`src/rtl/jmb_3x3_gauss_filter.sv`:
```
// rtl/jmb_3x3_gauss_filter.sv - 3x3 Gaussian (1-2-1/2-4-2/1-2-1) smoother, 3-stage pipeline
// Position tracking drops windows that overlap the image border.
module jmb_3x3_gauss_filter #(
   parameter int pixel_width  = 8,
   parameter int image_width  = 512,
   parameter int image_height = 512
) (
   input  logic                   clock,
   input  logic                   reset_n,
   input  logic                   in_valid,
   input  logic                   in_sof,
   input  logic [pixel_width-1:0] w00,
   input  logic [pixel_width-1:0] w01,
   input  logic [pixel_width-1:0] w02,
   input  logic [pixel_width-1:0] w10,
   input  logic [pixel_width-1:0] w11,
   input  logic [pixel_width-1:0] w12,
   input  logic [pixel_width-1:0] w20,
   input  logic [pixel_width-1:0] w21,
   input  logic [pixel_width-1:0] w22,
   output logic [pixel_width-1:0] out_data,
   output logic                   out_valid,
   output logic                   out_eof,
   output logic                   frame_err
);

   localparam int cw  = $clog2(image_width);
   localparam int rw  = $clog2(image_height);
   localparam int rsw = pixel_width + 2;
   localparam int ssw = pixel_width + 5;

   localparam logic [cw-1:0] col_last = cw'(image_width - 1);
   localparam logic [rw-1:0] row_last = rw'(image_height - 1);
   localparam logic [cw-1:0] col_two  = cw'(2);
   localparam logic [rw-1:0] row_two  = rw'(2);

   function automatic logic [rsw-1:0] row_sum(input logic [pixel_width-1:0] a,
                                              input logic [pixel_width-1:0] b,
                                              input logic [pixel_width-1:0] c);
      return {2'b00, a} + {1'b0, b, 1'b0} + {2'b00, c};
   endfunction

   logic [cw-1:0]          col_q, col_d;
   logic [rw-1:0]          row_q, row_d;
   logic [cw-1:0]          beat_col;
   logic [rw-1:0]          beat_row;
   logic                   interior;
   logic                   last_beat;
   logic                   frame_err_q, frame_err_d;

   logic [rsw-1:0]         r0_q, r0_d, r1_q, r1_d, r2_q, r2_d;
   logic                   v1_q, v1_d, eof1_q, eof1_d;
   logic [ssw-1:0]         s_q, s_d;
   logic                   v2_q, v2_d, eof2_q, eof2_d;
   logic [pixel_width-1:0] out_data_q, out_data_d;
   logic                   out_valid_q, out_valid_d;
   logic                   out_eof_q, out_eof_d;

   // A start-of-frame beat is forced to (0,0) regardless of where the counters were.
   always_comb begin
      beat_col  = in_sof ? '0 : col_q;
      beat_row  = in_sof ? '0 : row_q;
      interior  = in_valid && (beat_row >= row_two) && (beat_col >= col_two);
      last_beat = (beat_row == row_last) && (beat_col == col_last);
   end

   always_comb begin
      col_d       = col_q;
      row_d       = row_q;
      frame_err_d = in_valid && in_sof && ((col_q != '0) || (row_q != '0));
      if (in_valid) begin
         if (beat_col == col_last) begin
            col_d = '0;
            row_d = (beat_row == row_last) ? '0 : beat_row + rw'(1);
         end else begin
            col_d = beat_col + cw'(1);
            row_d = beat_row;
         end
      end
   end

   always_comb begin
      r0_d   = row_sum(w00, w01, w02);
      r1_d   = row_sum(w10, w11, w12);
      r2_d   = row_sum(w20, w21, w22);
      v1_d   = interior;
      eof1_d = interior && last_beat;
   end

   // The +8 bias turns the later truncation into round-half-up of sum/16.
   always_comb begin
      s_d    = {3'b000, r0_q} + {2'b00, r1_q, 1'b0} + {3'b000, r2_q} + ssw'(8);
      v2_d   = v1_q;
      eof2_d = eof1_q;
   end

   always_comb begin
      out_valid_d = v2_q;
      out_eof_d   = v2_q && eof2_q;
      out_data_d  = v2_q ? s_q[pixel_width+3:4] : out_data_q;
   end

   always_ff @(posedge clock or negedge reset_n) begin
      if (!reset_n) begin
         col_q       <= '0;
         row_q       <= '0;
         frame_err_q <= 1'b0;
         r0_q        <= '0;
         r1_q        <= '0;
         r2_q        <= '0;
         v1_q        <= 1'b0;
         eof1_q      <= 1'b0;
         s_q         <= '0;
         v2_q        <= 1'b0;
         eof2_q      <= 1'b0;
         out_data_q  <= '0;
         out_valid_q <= 1'b0;
         out_eof_q   <= 1'b0;
      end else begin
         col_q       <= col_d;
         row_q       <= row_d;
         frame_err_q <= frame_err_d;
         r0_q        <= r0_d;
         r1_q        <= r1_d;
         r2_q        <= r2_d;
         v1_q        <= v1_d;
         eof1_q      <= eof1_d;
         s_q         <= s_d;
         v2_q        <= v2_d;
         eof2_q      <= eof2_d;
         out_data_q  <= out_data_d;
         out_valid_q <= out_valid_d;
         out_eof_q   <= out_eof_d;
      end
   end

   // Top bit is always zero and the low nibble is the rounded-away fraction.
   logic unused_s_bits;
   assign unused_s_bits = ^{s_q[ssw-1], s_q[3:0]};

   assign out_data  = out_data_q;
   assign out_valid = out_valid_q;
   assign out_eof   = out_eof_q;
   assign frame_err = frame_err_q;

endmodule
```
`config.mk`:
```
export PLATFORM = sky130hd
export DESIGN_NAME = jmb_3x3_gauss_filter
export DESIGN_NICKNAME = d
export VERILOG_FILES = /design/src/rtl/jmb_3x3_gauss_filter.sv
export SDC_FILE = /design/constraint.sdc
export NUM_CORES = 1
export LEC_CHECK = 0
export ABC_AREA = 1
export CAP_MARGIN = 20
export CORE_MARGIN = 5
export CORE_UTILIZATION = 35
export CTS_CLUSTER_DIAMETER = 40
export CTS_CLUSTER_SIZE = 20
export DETAILED_ROUTE_END_ITERATION = 16
export PLACE_DENSITY = 0.56
export SLEW_MARGIN = 20
export SYNTH_ARGS = -nofsm -noshare
export SYNTH_HDL_FRONTEND = slang
export SYNTH_SLANG_ARGS = --single-unit
```
`constraint.sdc`:
```
create_clock -name clock -period 3.4 [get_ports clock]
set_clock_uncertainty 0.2 [all_clocks]
set_input_delay 0.34 -clock clock [delete_from_list [all_inputs] [get_ports clock]]
set_output_delay 0.34 -clock clock [all_outputs]
set_load 0.1 [all_outputs]
```
==> reports/qor.yml <==
grt:
  grt_util_met1_pct: 17.8
  antenna_found_initial: 0
  gr-usage-all-layers_pct: 13.2
  busiest_layer: "met2"
  met2_usage_pct: 21.8
  global_route.usage.met3_pct: 2.23
  grt_overflow: 0
  grt_pass1_wl_mm: 17.9
  grt_pass1_vias: 3910
  grt_max_degree: 72
yosys:
  yosysWarnings: 0
  syn_area_mm2: 0.00496
  syn_inst: 528
  synth_nets: 687
  syn_area_per_cell_um2: 9.40
  synthSimpleGateAreaFrac_pct: 15.5
  synth_fa_ha_area_share_pct: 25.9
  synth_top_family_by_area: "adder cells"
  ys_ff_latch: 71
  yosysSeqAreaShare_pct: 35.8
  synth-xor-area-share_pct: 3.88
  ys_types: 38
  synth-compound-area-share_pct: 8.19
  muxShareOfSynthArea_pct: 1.82
cells_and_area:
  drive_above_1_share_pct: 7.30
  antennaDiodeCount: 0
  fin_nets: 784
  fill_cells: 1360
  utilization_pct: 45.9
  area_delta_synth_final_pct: 28.4
clock_network:
  cts-buffers-inserted: 9
  cts_buffer_depth: 2
  cts_root_buf: "clkbuf_16"
  clkLatencyLatePin_ps: 330
  cts_post_setup_buffers_inserted: 0
  cts.clk_slew.worst_paths_ps: 60
  cts_hold_buf: 0
  cts_resized: 0
  cts_sinks: 71
  cts_tree: "done"
  h-tree-depth: 3
detailed_routing:
  drc: 0
  ant_nets: 0
  wirelength_mm: 10.1
  vias_per_cell: 4.61
  drtIter0Drc: 148
  vias: 3734
  routedWlPerCell_um: 12.5
  drt_first_pass_iters: 4
critical_path:
  crit_fanout: 6
  r2r_start: "col_q[0]"
  critical_path_arrival_ps: 3050
  critPathCaptureType: "flip-flop"
  reg2reg_depth: 15
  worstPathRequired_ps: 3410
  timing.rr.end: "row_q[0]"
  rrSetupSlack_ps: 740
  slowest_stage: "clkdlybuf4s50_1"
  crit_chain: "clkdlybuf4s50_1, buf_4, nor2_1, ha_1, inv_1, nor3_2, nand2_1, nor3_1, ha_1, nand2_1, nand2_1, inv_1, nand2_1, o21ai_0, nand2_1, o21ai_0"
  worstSetupStartpointType: "input pin"
  cp_common_cell: "nand2_1"
  cp_slowest_stage_delay_ps: 600
  path_class: "in -> reg"
sta:
  drv_slew: 0
  rsz0062_at_grt: "false"
  whs_ps: 6.14
  tns_ps: 0
  setup_slack_ps: 361
  fmax_mhz: 329
  finalHoldViolCount: 0
  fin_crit_sh_pct: 89.4
  slew_headroom_pct: 35.2
  tightestPinTransition_ps: 969
  min_period_ps: 3040
  setup_viol: 0
job:
  cap_viol_max_count: 0
floorplanning:
  initial_utilization_pct: 35.7
  core_area_mm2: 0.0139
  rows: 43
  die_w_um: 129
  io_pins: 87
  dieArea_mm2: 0.0167
  fp.dieH_um: 129
power:
  vdd.ir_drop.worst_v: 0.000503
  leakage_uw: 0.00315
  p_per_area_mw_per_mm2: 820
place:
  place_ws_ps: 50.0
  hpwl_mm: 8.34
  portBuffers: 86
  place_congestion: 0.843
worst_hold_path:
  hp-class: "in -> async"
outcome:
  status: "completed"
==> metrics by stage <==
| stage | std cells | total power (uW) | instance area, um2 |
|---|---|---|---|
| 6_report | 810 | 5230 | 6370 |
| 5_1_grt | 810 | 5770 | 6370 |
| 4_1_cts | 810 | 5300 | 6370 |
| 3_5_place_dp | 794 | 4230 | 6040 |
| 3_3_place_gp | 794 | 4190 | 6040 |
| 2_1_floorplan | 528 | 3510 | 4960 |
==> registers in the layout, summed over array words and instances (netlist names), 8 cells and up <==
name,cells
col_q,9
out_data,8
s_q,8
r1_q,10
row_q,9
r0_q,10
r2_q,10
==> synthesized netlist by cell type, drive strengths merged <==
| master | number | area (um2) |
|---|---|---|
| inv | 102 | 390 |
| nand2 | 97 | 387 |
| dfrtp | 71 | 1780 |
| ha | 50 | 626 |
| fa | 33 | 661 |
| a21oi | 24 | 120 |
| nand3 | 24 | 120 |
| nor2 | 23 | 101 |
| o21ai | 20 | 100 |
| xor2 | 16 | 140 |
| nand4 | 11 | 68.8 |
| mux2 | 8 | 90.1 |
| nor3 | 8 | 72.6 |
| o22ai | 7 | 43.8 |
| xnor2 | 6 | 52.6 |
| buf | 5 | 46.3 |
| a21o | 4 | 30.0 |
| a31oi | 4 | 25.0 |
| o211ai | 4 | 30.0 |
| a21boi | 2 | 15.0 |
| nor4 | 2 | 12.5 |
| o21bai | 2 | 15.0 |
| a32o | 1 | 10.0 |
| clkbuf | 1 | 3.75 |
| nor3b | 1 | 7.51 |
| o2111ai | 1 | 8.76 |
| o311ai | 1 | 8.76 |
==> layout by cell type (no fill, tap or decap), drive strengths merged, types with 4 or more instances in the layout <==
master         count
mux2               8
clkdlybuf4s50     85
a21o               4
nand3             24
xnor2              6
nor3               8
fa                33
nor2              23
xor2              16
o211ai             4
nand2             97
ha                50
dfrtp             71
inv              102
a31oi              4
o21ai             20
o22ai              7
nand4             11
clkbuf            11
a21oi             24
buf                7
==> worst max-delay path: cells and delay by family <==
family	cells	cell delay [ps]
adder cells (fa/ha/maj)	2	450
buffers and inverters	4	1010
AO/OA/AOI/OAI	2	160
AND/OR/NAND/NOR	8	1090
==> power breakdown <==
| part | internal, uW | switching, uW | leakage, uW |
|---|---|---|---|
| Combinational | 1130 | 1870 | 0.00210 |
| Clock | 680 | 345 | 0.000158 |
| Sequential | 1110 | 83.9 | 0.000889 |
| Total | 2930 | 2300 | 0.00315 |
==> layer usage <==
layer,wire (um),part of all wire [%],vias to the layer above
met4,121,1.2,0
met1,4700,47,1754
li1,-,-,1896
met5,0,0,-
met3,431,4.3,9
met2,4830,48,75
==> how the worst max path moves through the flow <==
stage                start        to  slack [ps]  cells past startpoint
global route        in_sof  row_q[5]         100                     16
floorplan           in_sof  row_q[7]         930                     18
finish              in_sof  row_q[5]         360                     16
CTS                 in_sof  row_q[5]         390                     16
detailed placement  in_sof  row_q[5]          50                     16
global placement    in_sof  row_q[7]         220                     15
==> final cells by class <==
class	instances	area (um2)	area share, %
clock inverter	5	80.1	1.26
multi-input combinational	349	2750	43.1
sequential	71	1780	27.9
clock buffer	11	253	3.97
inverter	102	390	6.13
tap	180	225	3.53
timing repair buffer	92	901	14.1
==> cell families after synthesis <==
logic type                 count (synthesis)
muxes                                      8
DFF                                       71
and+or+nand+nor                          166
xor gates and xnor gates                  22
AOI/OAI and AO/OA                         70
buffers and inverters                    108
adders and majority gates                 83
(Power assumes the default switching activity.)
